`src/rtl/des_decipher_controller.sv`:
```
// -----------------------------------------------------------------------------
// des_decipher_controller
//
// Sequencing controller for the DES decipher path. It drives the shared round
// datapath and key scheduler through one 16-round block. Round keys are used in
// reverse order, so the key scheduler rotates C/D right. The result is handed
// over with a valid/ready handshake.
//
// Ports:
//   clk              system clock, rising edge
//   rst_n            asynchronous active-low reset
//   des_decipher_en  start request (level); a rising edge of the synchronised
//                    copy starts one block, honoured only while idle
//   dout_ready       downstream accepts the result
//   ip_load          load ciphertext through IP into L/R
//   rkey_load        load PC1(key) into C/D
//   rkey_sel         key scheduler uses the rotated C/D path (rounds only)
//   rkey_shift       right-rotate amount for C/D this cycle (0, 1 or 2)
//   round_en         L/R update with the round function
//   round_cnt        round index 0..15 (round 0 uses K16)
//   fp_load          capture R16L16 through FP into the output register
//   dout_valid       result available, held until dout_ready
//   decipher_process busy flag, high from LOAD through DONE
//
// All outputs are registered. They are computed from the next state, so each
// strobe lines up with the state it belongs to.
// -----------------------------------------------------------------------------
module des_decipher_controller #(
  parameter int SYNC_STAGES = 1
) (
  input  logic       clk,
  input  logic       rst_n,
  input  logic       des_decipher_en,
  input  logic       dout_ready,
  output logic       ip_load,
  output logic       rkey_load,
  output logic       rkey_sel,
  output logic [1:0] rkey_shift,
  output logic       round_en,
  output logic [3:0] round_cnt,
  output logic       fp_load,
  output logic       dout_valid,
  output logic       decipher_process
);

  typedef enum logic [2:0] {
    ST_IDLE  = 3'd0,
    ST_LOAD  = 3'd1,
    ST_ROUND = 3'd2,
    ST_FINAL = 3'd3,
    ST_DONE  = 3'd4
  } state_t;

  state_t                 state_r;
  state_t                 state_s;
  logic [3:0]             cnt_s;
  logic [SYNC_STAGES-1:0] sync_r;
  logic                   sync_d_r;
  logic                   start_s;

  logic                   ip_load_s;
  logic                   rkey_sel_s;
  logic [1:0]             rkey_shift_s;
  logic                   fp_load_s;
  logic                   dout_valid_s;
  logic                   busy_s;

  // Right-rotate amount for a decipher round. Round 0 uses K16, which equals
  // the unrotated PC1 value, so it needs no shift.
  function automatic logic [1:0] shift_for_round(input logic [3:0] rnd);
    logic [1:0] amt;
    case (rnd)
      4'd0:              amt = 2'd0;
      4'd1, 4'd8, 4'd15: amt = 2'd1;
      default:           amt = 2'd2;
    endcase
    return amt;
  endfunction

  generate
    if (SYNC_STAGES > 1) begin : g_sync_multi
      // Multi-stage synchroniser chain plus the edge-detect register.
      always_ff @(posedge clk or negedge rst_n) begin
        if (!rst_n) begin
          sync_r   <= '0;
          sync_d_r <= 1'b0;
        end else begin
          sync_r   <= {sync_r[SYNC_STAGES-2:0], des_decipher_en};
          sync_d_r <= sync_r[SYNC_STAGES-1];
        end
      end
    end else begin : g_sync_single
      // Single-stage synchroniser plus the edge-detect register.
      always_ff @(posedge clk or negedge rst_n) begin
        if (!rst_n) begin
          sync_r   <= '0;
          sync_d_r <= 1'b0;
        end else begin
          sync_r[0] <= des_decipher_en;
          sync_d_r  <= sync_r[0];
        end
      end
    end
  endgenerate

  // A start is a single-cycle pulse. It is only acted on in IDLE, so edges
  // seen while busy are dropped rather than queued.
  assign start_s = sync_r[SYNC_STAGES-1] & ~sync_d_r;

  // Next state, next round count and the output values for the next state.
  always_comb begin
    state_s = state_r;
    cnt_s   = 4'd0;
    case (state_r)
      ST_IDLE: begin
        if (start_s) begin
          state_s = ST_LOAD;
        end else begin
          state_s = ST_IDLE;
        end
      end
      ST_LOAD: begin
        state_s = ST_ROUND;
      end
      ST_ROUND: begin
        if (round_cnt == 4'd15) begin
          state_s = ST_FINAL;
        end else begin
          state_s = ST_ROUND;
          cnt_s   = round_cnt + 4'd1;
        end
      end
      ST_FINAL: begin
        state_s = ST_DONE;
      end
      ST_DONE: begin
        if (dout_ready) begin
          state_s = ST_IDLE;
        end else begin
          state_s = ST_DONE;
        end
      end
      default: begin
        state_s = ST_IDLE;
      end
    endcase

    ip_load_s    = (state_s == ST_LOAD);
    rkey_sel_s   = (state_s == ST_ROUND);
    fp_load_s    = (state_s == ST_FINAL);
    dout_valid_s = (state_s == ST_DONE);
    busy_s       = (state_s != ST_IDLE);
    if (state_s == ST_ROUND) begin
      rkey_shift_s = shift_for_round(cnt_s);
    end else begin
      rkey_shift_s = 2'd0;
    end
  end

  // State register and registered outputs.
  always_ff @(posedge clk or negedge rst_n) begin
    if (!rst_n) begin
      state_r          <= ST_IDLE;
      round_cnt        <= 4'd0;
      ip_load          <= 1'b0;
      rkey_load        <= 1'b0;
      rkey_sel         <= 1'b0;
      rkey_shift       <= 2'd0;
      round_en         <= 1'b0;
      fp_load          <= 1'b0;
      dout_valid       <= 1'b0;
      decipher_process <= 1'b0;
    end else begin
      state_r          <= state_s;
      round_cnt        <= cnt_s;
      ip_load          <= ip_load_s;
      rkey_load        <= ip_load_s;
      rkey_sel         <= rkey_sel_s;
      rkey_shift       <= rkey_shift_s;
      round_en         <= rkey_sel_s;
      fp_load          <= fp_load_s;
      dout_valid       <= dout_valid_s;
      decipher_process <= busy_s;
    end
  end

endmodule
```
`config.mk`:
```
export PLATFORM = sky130hd
export DESIGN_NAME = des_decipher_controller
export DESIGN_NICKNAME = d
export VERILOG_FILES = /design/src/rtl/des_decipher_controller.sv
export SDC_FILE = /design/constraint.sdc
export NUM_CORES = 1
export LEC_CHECK = 0
export ABC_CLOCK_PERIOD_IN_PS = 1800
export CAP_MARGIN = 20
export CORE_UTILIZATION = 46
export DETAILED_ROUTE_END_ITERATION = 16
export GPL_TIMING_DRIVEN = 0
export MAX_ROUTING_LAYER = met4
export PLACE_DENSITY = 0.72
export SETUP_SLACK_MARGIN = 0.15
export SYNTH_ARGS = -nofsm -noshare
export SYNTH_HDL_FRONTEND = slang
export SYNTH_SLANG_ARGS = --single-unit
```
`constraint.sdc`:
```
create_clock -name clk -period 1.8 [get_ports clk]
set_clock_uncertainty 0.1 [all_clocks]
set_input_delay 0.27 -clock clk [delete_from_list [all_inputs] [get_ports clk]]
set_output_delay 0.27 -clock clk [all_outputs]
set_load 0.01 [all_outputs]
```
==> results of run 1 <==
[per-layer routing]
| layer | up-vias | share of wire, % | GRT usage, % |
|---|---|---|---|
| met4 | 0 | 2.0 | 12.50 |
| met1 | 262 | 47 | 25.78 |
| met5 | - | 0 | - |
| li1 | 268 | - | - |
| met3 | 4 | 3.5 | 6.522 |
| met2 | 20 | 47 | 24.61 |
[layout make-up]
cell class                 instances  area share, %
buffer                             4          3.093
clock buffer                       4          2.706
multi-input combinational         40          28.09
sequential                        16          41.49
timing repair buffer              23          21.52
tap                               15          1.933
inverter                           3          1.160
[synthesized netlist by cell type, drive strengths merged]
| cell | number |
|---|---|
| dfrtp | 16 |
| nor2 | 7 |
| a21oi | 4 |
| nand2b | 4 |
| o21ai | 4 |
| buf | 3 |
| inv | 3 |
| clkbuf | 2 |
| nand2 | 2 |
| nand3 | 2 |
| a21bo | 1 |
| a221oi | 1 |
| a31oi | 1 |
| and2 | 1 |
| and4b | 1 |
| ha | 1 |
| maj3 | 1 |
| mux2i | 1 |
| nand3b | 1 |
| nand4b | 1 |
| nor2b | 1 |
| nor3b | 1 |
| o211ai | 1 |
| o32ai | 1 |
| or2b | 1 |
| or3b | 1 |
| xnor2 | 1 |
[timing repair]
action | 4_1_cts | 5_1_grt
endpoints found under the setup margin | 7 | 4
gates resized for setup | 4 | 1
setup buffers | 3 | 4
[kinds of logic (layout without fill, tap and decap cells)]
group,Yosys count,after routing,synth area share (%)
adders and majority gates,2,2,3.220
AOI/OAI and AO/OA,13,13,11.63
and+or+nand+nor,23,23,18.79
xor gates and xnor gates,1,1,1.252
muxes,1,1,1.431
DFF,16,16,57.24
buffers and inverters,8,34,6.440
[critical path, delay by kind of cell, from the launching register on]
family	cells	cell delay, ps
AOI/OAI and AO/OA	1	230
adders and majority gates	2	640
DFF	1	450
and+or+nand+nor	1	150
[sequential cells by signal, summed over array words and instances, names as in the netlist]
name / cells
sync_d_r: 1
round_cnt: 4
fp_load: 1
decipher_process: 1
rkey_load: 1
round_en: 1
sync_r: 1
state_r: 3
rkey_shift: 2
dout_valid: 1
[how the worst min path moves through the flow]
stage | to | slack [ps] | depth (start not counted)
after floorplan | decipher_process | -130 | 0
after global placement | sync_d_r | 260 | 0
after detailed placement | sync_d_r | 270 | 0
after CTS | rkey_shift[0] | 290 | 1
after global routing | sync_d_r | 300 | 0
final | rkey_shift[1] | 270 | 1
[power by group]
group	switching, uW	internal [uW]	total (uW)
logic	265	331	597
clock network	114	86.4	201
registers	68.1	447	515
total	448	865	1310
[through the flow]
| stage | std cells | setup WS (ps) | power (uW) | hold WS, ps | cell area, um2 |
|---|---|---|---|---|---|
| 2_1_floorplan | 64 | 196.0 | 830.8 | -125.6 | 713.2 |
| 3_3_place_gp | 95 | 163.8 | 1051 | 264.8 | 892.1 |
| 3_5_place_dp | 95 | 147.3 | 1067 | 270.8 | 892.1 |
| 4_1_cts | 102 | 130.9 | 1294 | 289.8 | 938.4 |
| 5_1_grt | 105 | 81.51 | 1407 | 300.3 | 970.9 |
| 6_report | 105 | 144.1 | 1312 | 265.2 | 970.9 |
==> impl_results.md, run 1 <==
- Status: complete, no violations
- Multi-input logic area: 272.8 um2
- Register Area: between 400 and 500 um2
- Final #Nets: 96
- Worst-path clk slew: ~100 ps
- I/O pins: 17
- Syn-to-layout area delta: 38.82%
- Inserted Clock Buffers: 3
- Initial antenna violation count: 0
- Critical path peak fanout: 4
- Final Wtd Congestion: between 0.8 and 0.9
- Worst-case clock buffer depth: 2
- # clock sinks: 16
- Crit-path slowest cell: dfrtp_2
- YS warnings: 0
- Setup crit end kind: flop
- RSZ-0062 raised after global routing: true
- Peak supply drop: 777.0 uV
- Fin crit share: 92.00%
- Vias: approximately 550
- Mapped Nets: 69
- R2R setup slack: 140 ps
- N_diodes: 0
- Final hold vios: 0
- Die W: roughly 41 um
- Crit path from: round_cnt[0]
- Synth area leader: dfrtp_1
- Power Density: about 1400 mW/mm2
- TNS Setup: 0 ps
- Hold buffers post-CTS: 0
- Number of global-route vias before repair: ~440
- WL final: approximately 1.4 mm
- HPWL Detailed: between 800 and 900 um
- Mapped Cells: 64
- R2R cell count: 4
- Highest-count cells in the layout ignoring fill and taps: dfrtp_1 (14), clkdlybuf4s50_1 (13), buf_4 (9)
- CTS tree: built
- DRC viols: 0
- Synth top area cells: dfrtp_1 (57%), nor2_1 (3.8%), nand2b_1 (3.6%)
- Crit path DAT: between 1500 and 2000 ps
- Initial Utilization: between 50% and 60%
- Finished Core Util: roughly 72%
- CTS Root Cell: clkbuf_4
- DRT Pass-1 Iters: 6
- F_max: roughly 0.60 GHz
- Wirelength per Cell: roughly 13 um
- Clk_lat worst skew: about 300 ps
- PortBufs: 16
- Final ANT Viol Nets: 0
- Max-Cap Viols: 0
- RR Endpoint: rkey_shift[1]
- Share of layout cells above drive strength 1: 18.89%
- Critical path class: flop to flop
- Htree depth: 1
- Commonest non-fill, non-tap cell in the layout: dfrtp_1
- Max Transition Viols Final: 0
- FF+latch count, synth: 16
- Die ar.: 0.001681 mm2
- Leakage power: ~0.00044 uW
- Vias per std cell: roughly 5.3
- Core area: 0.001350 mm2
- CP Launch Type: flop
- Critical R2R Launch: round_cnt[0]
- Mapped Area: 699.4 um2
- Syn avg cell area: 10.93 um2
- Yosys cell types: 28
- Standard-cell rows: 13
- First-pass GRT wire length: between 1.5 and 2 mm
- Critical Path End: rkey_shift[1]
- Slew @ Worst Pin: between 600 and 700 ps
- DR iter-0 viols: 16
- Die Span Y: approximately 40 um
- Cell Chain, Critical Path: ha_4 -> nor2b_1 -> maj3_1 -> a221oi_2
- Worst hold path type: input pin to asynchronous set/reset pin
- Synth top area share: approximately 57%
- Largest stage delay, worst path: ~450 ps
- Total Routing Usage GR: 19.36%
- Grt total ovfl: 0
- Fin crit period: 1656 ps
- Seq/Total Area, Yosys: a little under three fifths
- Worst Path Required: approximately 1900 ps
- Largest net degree at the start of global routing: 17
- Slew margin rel.: a little under three fifths
- Setup Viol. Count Final: 0
- FILL cells: ~100
Power figures use the tool's default switching activity.
==> run 2: changes to the inputs <==
Settings changed: SLEW_MARGIN set to 40.
==> results of run 2 <==
Same layout as run 1: the final DEF is identical, and so are final timing and power.
==> run 3: changes to the inputs <==
Settings changed: ABC_CLOCK_PERIOD_IN_PS 1800 to 1700.
Clock period 1.8 ns to 1.7 ns, I/O delays scaled along.
==> run 3 against run 2 <==
  * Sequential cell count is the same
  * Power increased by 6.1%
  * First-iteration DRC count decreased by 13%
  * Global-route usage up 2.5 points
  * Routed wire length up 2.8%
  * Sequential power grew 5.6%
  * Critical path type unchanged
  * Sequential share of layout area is 0.14 points lower
  * Critical path depth unchanged
  * Register-to-register slack gained 20 ps
  * Die area unchanged
  * Critical endpoint unchanged
==> impl_results.md, run 3 (synthesis gave the netlist of run 1 again) <==
- Inserted Clock Buffers: 3
- CTS tree: built
- DRT Pass-1 Iters: 4
- Power Density: 1425 mW/mm2
- Core area: ~0.0014 mm2
- Final hold vios: 0
- Die W: a little over 40 um
- Clk_lat worst skew: just under 300 ps
- Fin crit period: around 1500 ps
- GR Util met3: ~4.9%
- Max reg flops: 4
- Die ar.: 0.001681 mm2
- Met2 GRT Util: 34.38%
- PortBufs: 16
- Slew margin rel.: around 54%
- Status: complete, no violations
- HPWL Detailed: a little over 900 um
- Register Area: around 400 um2
- M1 GR Usage: a little over a quarter
- Global routing's busiest layer: met2
- Crit path DAT: 1640 ps
- First-pass GRT wire length: between 2 and 2.5 mm
- Peak supply drop: between 1000 and 1500 uV
- Top delay family on crit path: adder cells
- Slew @ Worst Pin: slightly below 700 ps
- Vias per std cell: 5.382
- Worst-case clock buffer depth: 2
- FILL cells: 111
- CP Buf/Inv Count: 0
- Final ANT Viol Nets: 0
- Setup crit end kind: flop
- Leakage power: between 0.0005 and 0.0006 uW
- DRC viols: 0
- RSZ-0062 raised after global routing: true
- Critical path peak fanout: 4
- Die Span Y: 41.00 um
- Fin crit share: between 90 and 100%
- Htree depth: 1
- Vias: between 500 and 600
- Initial antenna violation count: 0
- Largest Register: round_cnt
- CTS Root Cell: clkbuf_4
- Grt total ovfl: 0
- I/O pins: 17
- Multi-input logic area: 281.5 um2
- Largest net degree at the start of global routing: 17
- Highest-count cells in the layout ignoring fill and taps: dfrtp_1 (13), nor2_1 (7), buf_4 (6), dlygate4sd2_1 (6)
- Top Registers: round_cnt: 4 flops, state_r: 3 flops, rkey_shift: 2 flops
- N_diodes: 0
- Initial Utilization: a little over 50%
- Syn-to-layout area delta: 39.71%
- Crit-path slowest cell: dfrtp_2
- DR iter-0 viols: 14
- Worst setup margin: between 150 and 200 ps
- Number of global-route vias before repair: between 400 and 500
- Worst Path Required: between 1500 and 2000 ps
- Commonest non-fill, non-tap cell in the layout: dfrtp_1
- # clock sinks: 16
- Total Routing Usage GR: 21.91%
- Final Wtd Congestion: 0.8597
- Max Transition Viols Final: 0
- DP Worst Slack: between 50 and 60 ps
- CP Launch Type: flop
- WL final: ~1.4 mm
- Critical path class: flop to flop
- TNS Setup: 0 ps
- Finished Core Util: 72.38%
- Standard-cell rows: 13
- Share of layout cells above drive strength 1: slightly above 20%
- Worst hold path type: input pin to asynchronous set/reset pin
- Worst hold slack: 267.5 ps
- F_max: ~0.65 GHz
- Max-Cap Viols: 0
- Setup Viol. Count Final: 0
- Wirelength per Cell: approximately 14 um
- Largest stage delay, worst path: between 400 and 500 ps
- Cell Chain, Critical Path: ha_4 -> nor2b_1 -> maj3_2 -> a221oi_2
- Final #Nets: between 90 and 100
- Worst-path clk slew: ~90 ps
- Hold buffers post-CTS: 0
-- run 3: path summary, 6_finish.rpt --
kind	to	start	slack (ps)	depth (start not counted)
min in group clk	sync_d_r	sync_r	300	0
max in group asynchronous	round_cnt[1]	rst_n	750	1
min reg2reg	sync_d_r	sync_r	300	0
max reg2reg	rkey_shift[1]	round_cnt[1]	170	4
min	rkey_shift[1]	rst_n	270	1
max	rkey_shift[1]	round_cnt[1]	170	4
-- run 3: metrics by stage --
stage | instances | total power [uW] | area, um2
final | 102 | 1393 | 977.2
after global routing | 102 | 1502 | 977.2
after CTS | 101 | 1392 | 957.2
after detailed placement | 95 | 1138 | 900.9
after global placement | 95 | 1126 | 900.9
after floorplan | 64 | 893.1 | 721.9
-- run 3: where the power goes --
group / leakage, uW / total, uW / internal (uW) / switching [uW]
combinational: 0.000308 / 594 / 321 / 273
clock: 0.0000210 / 254 / 131 / 124
sequential: 0.000205 / 544 / 475 / 69.3
-- run 3: worst register-to-register path, cell delays in order, from the launching register on --
cell	delay [ps]
dfrtp_2	440
ha_4	250
nor2b_1	130
maj3_2	300
a221oi_2	210
-- run 3: cell type report --
type	instances	share of cell area, %
multi-input combinational	40	28.81
tap	15	1.921
clock buffer	4	3.713
buffer	4	3.073
timing repair buffer	20	19.97
sequential	16	41.36
inverter	3	1.152
-- run 3: metal layers --
metal | vias up | share of wire (%)
met2 | 24 | 50
met4 | 0 | 2.4
li1 | 262 | -
met3 | 5 | 7.2
met5 | - | 0
met1 | 258 | 41
-- run 3: timing repair --
item                       CTS  global route
setup endpoints to repair    9             6
gates cloned                 0             0
buffers inserted             3             1
pin swaps                    2             0
gates resized for setup      8             5
